==> src/rtl/btn_debounce_sel.sv <==
// rtl/btn_debounce_sel.sv - button synchroniser, debouncer and press-toggled mux select
// A level change is accepted only after s2 holds it for DEBOUNCE_CYCLES+1 consecutive samples.
module btn_debounce_sel #(
  parameter int DEBOUNCE_CYCLES = 1_000_000
) (
  input  logic clk,
  input  logic rst_n,
  input  logic btn_in,
  output logic btn_level,
  output logic rise_pulse,
  output logic fall_pulse,
  output logic sel
);

  localparam int CW = $clog2(DEBOUNCE_CYCLES + 1);
  localparam logic [CW-1:0] CNT_MAX = CW'(DEBOUNCE_CYCLES);
  localparam logic [CW-1:0] CNT_ONE = CW'(1);

  typedef enum logic [1:0] {
    STABLE_LOW  = 2'd0,
    WAIT_HIGH   = 2'd1,
    STABLE_HIGH = 2'd2,
    WAIT_LOW    = 2'd3
  } state_t;

  state_t        state_q, state_d;
  logic [CW-1:0] cnt_q, cnt_d;
  logic          s1_q, s1_d;
  logic          s2_q, s2_d;
  logic          level_q, level_d;
  logic          rise_q, rise_d;
  logic          fall_q, fall_d;
  logic          sel_q, sel_d;

  always_comb begin
    s1_d    = btn_in;
    s2_d    = s1_q;
    state_d = state_q;
    cnt_d   = cnt_q;
    level_d = level_q;
    rise_d  = 1'b0;
    fall_d  = 1'b0;
    sel_d   = sel_q;

    // Commit happens exactly when cnt reaches CNT_MAX, so the increment never wraps.
    case (state_q)
      STABLE_LOW: begin
        if (s2_q) begin
          state_d = WAIT_HIGH;
          cnt_d   = CNT_ONE;
        end else begin
          cnt_d = '0;
        end
      end
      WAIT_HIGH: begin
        if (!s2_q) begin
          state_d = STABLE_LOW;
          cnt_d   = '0;
        end else if (cnt_q == CNT_MAX) begin
          state_d = STABLE_HIGH;
          cnt_d   = '0;
          level_d = 1'b1;
          rise_d  = 1'b1;
          sel_d   = ~sel_q;
        end else begin
          cnt_d = cnt_q + CNT_ONE;
        end
      end
      STABLE_HIGH: begin
        if (!s2_q) begin
          state_d = WAIT_LOW;
          cnt_d   = CNT_ONE;
        end else begin
          cnt_d = '0;
        end
      end
      WAIT_LOW: begin
        if (s2_q) begin
          state_d = STABLE_HIGH;
          cnt_d   = '0;
        end else if (cnt_q == CNT_MAX) begin
          state_d = STABLE_LOW;
          cnt_d   = '0;
          level_d = 1'b0;
          fall_d  = 1'b1;
        end else begin
          cnt_d = cnt_q + CNT_ONE;
        end
      end
      default: begin
        state_d = STABLE_LOW;
        cnt_d   = '0;
      end
    endcase
  end

  always_ff @(posedge clk or negedge rst_n) begin
    if (!rst_n) begin
      s1_q    <= 1'b0;
      s2_q    <= 1'b0;
      state_q <= STABLE_LOW;
      cnt_q   <= '0;
      level_q <= 1'b0;
      rise_q  <= 1'b0;
      fall_q  <= 1'b0;
      sel_q   <= 1'b0;
    end else begin
      s1_q    <= s1_d;
      s2_q    <= s2_d;
      state_q <= state_d;
      cnt_q   <= cnt_d;
      level_q <= level_d;
      rise_q  <= rise_d;
      fall_q  <= fall_d;
      sel_q   <= sel_d;
    end
  end

  assign btn_level  = level_q;
  assign rise_pulse = rise_q;
  assign fall_pulse = fall_q;
  assign sel        = sel_q;

endmodule
==> config.mk <==
export PLATFORM = sky130hd
export DESIGN_NAME = btn_debounce_sel
export DESIGN_NICKNAME = d
export VERILOG_FILES = /design/src/rtl/btn_debounce_sel.sv
export SDC_FILE = /design/constraint.sdc
export NUM_CORES = 1
export LEC_CHECK = 0
export ABC_AREA = 0
export CORE_MARGIN = 8
export CORE_UTILIZATION = 52
export DETAILED_ROUTE_END_ITERATION = 16
export MAX_ROUTING_LAYER = met4
export PLACE_DENSITY = 0.74
export SYNTH_ARGS = -nofsm -noshare
export SYNTH_HDL_FRONTEND = slang
export SYNTH_SLANG_ARGS = --single-unit
==> constraint.sdc <==
create_clock -name clk -period 1.7 [get_ports clk]
set_input_delay 0.34 -clock clk [delete_from_list [all_inputs] [get_ports clk]]
set_output_delay 0.34 -clock clk [all_outputs]
set_load 0.02 [all_outputs]
# [Yosys cells after proc, flatten, opt, wreduce, memory -nomap -nowiden]
# Cells that the tools add are included.
[totals] register_bits=28 in_bits=3
[op_classes] n_eq_ne=12 reduce_logical=5 mux=23 bitwise_logic=1 add_sub_neg=1
[op_table] cell="one-hot mux 20 bit (4 select lines)" count=1
[op_table] cell="two-way mux 20 bit" count=3
[op_table] cell="adder 20 x 1 -> 20 bit, second input constant" count=1
[op_table] cell="equality test 20 bit, second input constant" count=1
[op_table] cell="two-way mux 2 bit" count=6
[op_table] cell="inequality test 2 bit, second input constant" count=6
[op_table] cell="two-way mux 1 bit" count=11
[op_table] cell="one-hot mux 2 bit (4 select lines)" count=1
[op_table] cell="inequality test 3 bit, second input constant" count=2
[op_table] cell="AND reduction 5 bit" count=1
[op_table] cell="equality test 2 bit, second input constant" count=2
[op_table] cell="AND reduction 4 bit" count=1
[op_table] cell="AND reduction 3 bit" count=1
[op_table] cell="equality test 2 x 1 -> 1 bit, second input constant" count=1
[op_table] cell="logical NOT 2 bit" count=1
[op_table] cell="one-hot mux 1 bit (2 select lines)" count=1
[op_table] cell="nonzero test 2 bit" count=1
[op_table] cell="NOT 1 bit" count=1

# [Longest topological paths before layout]
# Gate-level depths: netlist of run 1.
[logic_depth] depth_word=4 mapped_depth=7 ltp_nobuf=6

# [Worst setup path before layout of run 1]
# Ideal clock, no wire load.
[synth_path] kind="reg-to-reg" from="register cnt_q[0]" to="register cnt_q[2]" required_ns=1.581 arrival_ns=1.536 path_stages_with_launch=8 setup_slack_ns=0.045 setup_ns=0.119 path_cell_list="dfrtp_1 inv_1 ha_1 and4bb_2 nand3_1 o211ai_2 buf_6 nor2_1"
[synth_via] elab_chain_cells=4 word_cells_on_any_way=6
[synth_lines] item="from (decl)" line_no="27" source="logic [CW-1:0] cnt_q, cnt_d;"
[synth_lines] item="from (signal assigned)" line_no="111" source="cnt_q <= cnt_d;"
[synth_lines] item="adder 20 x 1 -> 20 bit or equality test 20 bit (tied branches)"
[synth_lines] item="two-way mux 20 bit *" line_no="59, 81"
[synth_lines] item="two-way mux 20 bit, on equally long branches" line_no="78, 56"
[synth_lines] item="one-hot mux 20 bit (4 select lines) *" line_no="46" source="case (state_q)"
[synth_lines] item="named net cnt_d[2]" line_no="27"
# The timed path passes the listed nets; every way through them passes the cells marked *.
# A chain may end at the register's enable or synchronous reset.

# [Worst setup path in the final report of run 1]
[layout_path] from="register cnt_q[1]" to="register cnt_q[18]"
# The elaborated chain is that of the path after synthesis.

==> results of run 1 <==
==> layer usage <==
metal | global-route usage (%) | up-vias | share of wire, %
li1 | - | 488 | -
met1 | 14.9 | 503 | 45
met2 | 21.6 | 5 | 52
met3 | 2.32 | 2 | 1.7
met4 | 6.27 | 0 | 1.2
met5 | - | - | 0
==> repair_timing <==
action                     4_1_cts  5_1_grt
gates resized for setup          1        7
setup endpoints to repair        2        9
pin swaps                        1        1
hold endpoints to repair         0        0
buffers inserted                 1        1
gates cloned                     0        0
==> per-stage QoR <==
stage	setup WS, ns	hold WS (ns)	area (µm²)	setup TNS [ns]
2_1_floorplan	0.0449	0.0444	1370	0
3_3_place_gp	0.0667	0.341	1530	0
3_5_place_dp	0.00469	0.336	1530	0
4_1_cts	0.00928	0.351	1590	0
5_1_grt	-0.0416	0.384	1620	-0.144
6_report	0.0412	0.349	1620	0
==> flip-flops by register name (all words and copies together) (netlist names), named ones only <==
name        flops
state_q         1
sel             1
cnt_q          20
s1_q            1
rise_pulse      1
btn_level       1
s2_q            1
fall_pulse      1
==> worst paths after layout <==
check / depth (start not counted) / endpoint / slack [ns]
setup / recovery: 5 / cnt_q[18] / 0.04
hold / removal: 2 / cnt_q[10] / 0.35
setup reg to reg: 5 / cnt_q[18] / 0.04
hold reg to reg: 0 / s2_q / 0.37
max in group asynchronous: 2 / cnt_q[1] / 1.10
min in group clk: 0 / s2_q / 0.37
==> kinds of logic (layout without fill, tap and decap cells) <==
kind of cell,Yosys count,after routing,synth area share (%)
AO/OA/AOI/OAI,17,17,7.96
adder cells (fa/ha/maj),2,2,1.83
buffers and inverters,9,30,3.93
flip-flops,28,28,51.2
XOR/XNOR,15,15,9.61
AND/OR/NAND/NOR,55,55,25.4
==> synthesized netlist by cell type (2+ instances only) <==
| cell type | n |
|---|---|
| dfrtp_1 | 28 |
| nor2_1 | 14 |
| xor2_1 | 14 |
| nand3_1 | 8 |
| nand4_1 | 7 |
| a21oi_1 | 5 |
| inv_1 | 5 |
| nand2_1 | 5 |
| o21ai_0 | 5 |
| and4_1 | 3 |
| o31ai_1 | 3 |
| or4_1 | 3 |
| a21boi_0 | 2 |
| and3_1 | 2 |
| and4bb_2 | 2 |
| buf_6 | 2 |
| ha_1 | 2 |
| or3_1 | 2 |
==> report_power, final <==
group          leakage (µW)  internal [µW]  switching, µW
registers          0.000382            673           5.42
clock network     0.0000279            239            200
logic              0.000320           19.3           29.5
==> worst reg2reg max path, stage by stage (launching register included) <==
cell and delay, ns:
dfrtp_1 0.41, ha_2 0.22, and4_4 0.24, nand2_1 0.10
or4_1 0.47, a21oi_1 0.16
==> cell type report <==
type                            count  area (µm²)  area share (%)
Tap cell                           30        37.5            2.31
Clock inverter                      1        30.0            1.85
Clock buffer                        3        22.5            1.39
Multi-Input combinational cell     89         637            39.2
Timing Repair Buffer               21         178            10.9
Sequential cell                    28         701            43.1
Inverter                            5        18.8            1.16
==> results.toml, run 1 <==
[die]
fp-row-count = 18
die_h_um = 67.3
fp.coreArea_um2 = 2480
ios = 7
initial_utilization_pct = 55.2
die_w_um = 67.3
dieArea_um2 = 4530

[critical_path]
setup.worst_path.end_class = "flop"
worst_setup_path_start_kind = "flop"
cp_top_family = "simple AND/OR/NAND/NOR gates"
critPathLaunch = "cnt_q[1]"
crit_type = "reg2reg"
crit_arrival_ns = 1.93
critical-path-max-stage-delay_ns = 0.47
critPathSlowestCell = "or4_1"
worstPathRequired_ns = 1.97
path_buf_inv = 0
crit_chain = "ha_2 > and4_4 > nand2_1 > or4_1 > a21oi_1"
r2r_start = "cnt_q[1]"
crit_fanout = 4

[placed_design]
dp.cells = 171
portBuffers = 6
gp_congestion = 0.813
post-dp-hpwl_um = 1860

[yosys]
synth_area_leaders = "dfrtp_1 51%, xor2_1 9.0%, nor2_1 3.8%"
ys_types = 32
synth_seq_cells = 28
syn_area_per_cell_um2 = 10.9
yosysWarnings = 0
syn_inst = 126
synth_edf_count = 0
synth_top_area_share_pct = 51.2
yosys.area.top_type = "dfrtp_1"
syn_nets = 131
synthesis.area_um2 = 1370
ys_seq_area_share_pct = 51.2
synthFlopType = "dfrtp_1"
synthArstFlopShare_pct = 100

[route]
wl_per_cell_um = 15.1
wirelength_um = 2680
first_pass_iters = 3
drc = 0
ant_nets = 0
dr_total_vias = 998
dr.first_iter.drc_count = 48
routed_via_density = 5.64

[cts]
clock-root-buffer = "clkbuf_4"
hold_buffers = 0
clock-sinks = 28
cts_made_buffers = 3
insertion_delay_ns = 0.33
cts_tree = "yes"
htreeDepth = 1
cts.path.max_buffers = 2
clkTransAtPathRegs_ns = 0.15

[power]
p_leak_uw = 0.000730
irDropWorstVdd_v = 0.000752
p_total_uw = 1170
powerDensity_nw_per_um2 = 718

[grt]
grt_pass1_vias = 1010
grt_pass1_wl_um = 4460
grt_usage_pct = 13.0
grt_max_degree = 29
grt.overflow.total = 0
grt_antenna_before_repair = 0

[sta]
setup_viol = 0
timing.fmax_mhz = 603
finalClockSkew_ns = 0.00199
rsz0062_at_grt = "yes"
slew_headroom_pct = 77.4
hold_viol = 0
drv_slew = 0
finalCriticalPeriod_ns = 1.66
fin_crit_sh_pct = 97.6
worst_pin_slew_ns = 0.339

[final_layout]
drive_gt1_share_pct = 22.4
nFillCells = 191
diodes = 0
instances_no_fill = 177
mostFrequentLayoutCell = "dfrtp_1"
most-common-layout-cells = "28 x dfrtp_1, 15 x buf_4, 14 x xor2_1, 14 x nor2_1"
fin_util_pct = 65.6
nets = 153
syn_to_final_growth_pct = 18.8

[run_status]
status = "finished clean"

[flow_run]
max_cap_violations = 0

[min_path]
hold_path_class = "in2async"
Note: power is estimated with default switching activity, not from simulation.
==> run 2, diff against run 1 <==
- ABC_AREA: 0 -> not set
- CTS_CLUSTER_SIZE: not set -> 40
==> results of run 2 <==
Final layout, timing and power as in run 1 (identical DEF).
==> run 3, diff against run 2 <==
- ABC_AREA: not set -> 1
- CORE_UTILIZATION: 52 -> 54
- PLACE_DENSITY: 0.74 -> 0.76
==> run 3 against run 2 <==
Against the previous run: clock skew increased by 0.0011 ns; sequential cell count unchanged; first-iteration DRC count rose by 90%; sequential share of layout area shrank 6.3 points; critical endpoint is now rise_pulse.
==> results.toml, run 3 <==
[critical_path]
critPathSlowestCell = "clkdlybuf4s50_1"
critical-path-max-stage-delay_ns = 0.60
cp_top_family = "buffers and inverters"
crit_type = "reg2out"
crit_chain = "clkdlybuf4s50_1"
path_buf_inv = 1
worst_setup_path_start_kind = "flop"
worstPathRequired_ns = 1.36
crit_fanout = 1
crit_arrival_ns = 1.27
setup.worst_path.end_class = "output pin"

[sta]
worst_pin_slew_ns = 0.354
fin_crit_sh_pct = 94.9
rsz0062_at_grt = "no"
timing.fmax_mhz = 620
setup_viol = 0
drv_slew = 0
setup_ws_ns = 0.0867
setup_tns_ns = 0
slew_headroom_pct = 76.2
finalCriticalPeriod_ns = 1.61
hold_viol = 0
finalClockSkew_ns = 0.00307

[flow_run]
max_cap_violations = 0

[yosys]
syn_nets = 241
synthFlopType = "dfrtp_1"
synthesis.area_um2 = 1740
synthTopCellsByCount = "58 x nand2_1, 40 x nor2_1, 32 x inv_1"
synth_edf_count = 0
yosys.area.top_type = "dfrtp_1"
ys_types = 23
syn_area_per_cell_um2 = 7.39
synthArstFlopShare_pct = 100
ys_seq_area_share_pct = 40.2
syn_inst = 236
yosysWarnings = 0
synth_seq_cells = 28
synth_top_area_share_pct = 40.2
yosysMostFrequentCell = "nand2_1"
synth_area_leaders = "dfrtp_1 40%, nand2_1 12%, nor2_1 8.6%"

[cts]
clock-root-buffer = "clkbuf_4"
cts_made_buffers = 3
cts.path.max_buffers = 2
clkTransAtPathRegs_ns = 0.15
cts_tree = "yes"
hold_buffers = 0
htreeDepth = 1
clock-sinks = 28
insertion_delay_ns = 0.33

[placed_design]
post-dp-hpwl_um = 2700
portBuffers = 6
place_ws_ns = 0.144
dp.cells = 286
gp_congestion = 0.945

[grt]
grt.overflow.total = 0
grt_usage_pct = 15.0
grt_max_degree = 29
grt_pass1_vias = 1375
grt_antenna_before_repair = 0
grt_pass1_wl_um = 6200

[final_layout]
syn_to_final_growth_pct = 9.19
regMostFlops = "cnt_q"
instances_no_fill = 291
mostFrequentLayoutCell = "nand2_1"
largest_reg_flops = 20
most-common-layout-cells = "58 x nand2_1, 40 x nor2_1, 32 x inv_1, 28 x dfrtp_1, 16 x nand3_1"
nets = 253
drive_gt1_share_pct = 15.0
diodes = 0

[die]
dieArea_um2 = 5300
die_w_um = 72.8
initial_utilization_pct = 57.1
die_h_um = 72.8
fp-row-count = 20
ios = 7
fp.coreArea_um2 = 3050

[power]
power.clock.fraction_pct = 37.0
power_frac_seq_pct = 57.8
powerDensity_nw_per_um2 = 618
p_leak_uw = 0.000793
irDropWorstVdd_v = 0.000522
switchingPower_uw = 245
intPower_uw = 931
swShare_pct = 20.8
p_comb_share_pct = 5.2

[route]
first_pass_iters = 4
wl_per_cell_um = 12.3
dr.first_iter.drc_count = 91
wirelength_um = 3570
drc = 0
dr_total_vias = 1468
ant_nets = 0
routed_via_density = 5.04

[run_status]
status = "finished clean"

[min_path]
hold_path_class = "in2async"
## run 3: changes by cell type after synthesis, sizes merged, moves of 4 or more
cell   change
and4       -4
inv       +28
nand2     +60
nand3      +9
nor2      +46
xor2       -8
## run 3: layout make-up
| type | instances | area (µm²) |
|---|---|---|
| multi-input combinational | 173 | 887 |
| clock inverter | 1 | 30.0 |
| tap | 44 | 55.1 |
| timing repair buffer | 9 | 83.8 |
| clock buffer | 3 | 22.5 |
| sequential | 28 | 701 |
| inverter | 33 | 124 |
| fill | 279 | 1150 |
## run 3: worst paths after layout
kind	startpoint	end	slack (ns)	cells past startpoint
setup / recovery	rise_pulse	rise_pulse	0.09	1
hold / removal	rst_n	cnt_q[6]	0.36	2
setup reg to reg	cnt_q[1]	cnt_q[10]	0.12	7
hold reg to reg	s1_q	s2_q	0.37	0
max in group asynchronous	rst_n	cnt_q[14]	1.07	2
min in group clk	s1_q	s2_q	0.37	0
## run 3: kinds of logic (layout without fill, tap and decap cells)
family	after synthesis	count (layout)	synth area share, %
and+or+nand+nor	155	155	43.1
buffers and inverters	35	46	8.90
DFF	28	28	40.2
AOI/OAI and AO/OA	8	8	2.30
xor gates and xnor gates	8	8	4.02
adders and majority gates	2	2	1.44
## run 3: repair_timing
action | in CTS | in global routing
endpoints found under the setup margin | 1 | 2
buffers inserted | 0 | 1
gates resized for setup | 1 | 1
## run 3: power by group through the flow
| stage | Combinational, µW | Clock (µW) | Sequential, µW |
|---|---|---|---|
| after floorplan | 38.2 | 0 | 691 |
| after global placement | 57.2 | 0 | 693 |
| after detailed placement | 58.8 | 0 | 693 |
| after CTS | 58.9 | 451 | 681 |
| after global routing | 68.1 | 462 | 681 |
| final | 60.9 | 435 | 680 |
## run 3: layer usage
metal / global-route usage, % / up-vias / part of all wire, % / wire length, µm
li1: - / 748 / - / -
met1: 19.6 / 682 / 48 / 1730
met5: - / - / 0 / 0
met3: 1.65 / 6 / 3.8 / 134
met2: 23.9 / 32 / 47 / 1670
met4: 4.67 / 0 / 0.95 / 34
## run 3: metrics by stage
stage,cell area [µm²],hold WS [ns],utilization [%],power (µW)
after CTS,1890,0.366,62.0,1190
final,1900,0.360,62.3,1180
after global placement,1840,0.333,60.3,750
after global routing,1900,0.378,62.3,1210
after detailed placement,1840,0.340,60.3,752
after floorplan,1740,0.0444,-,729
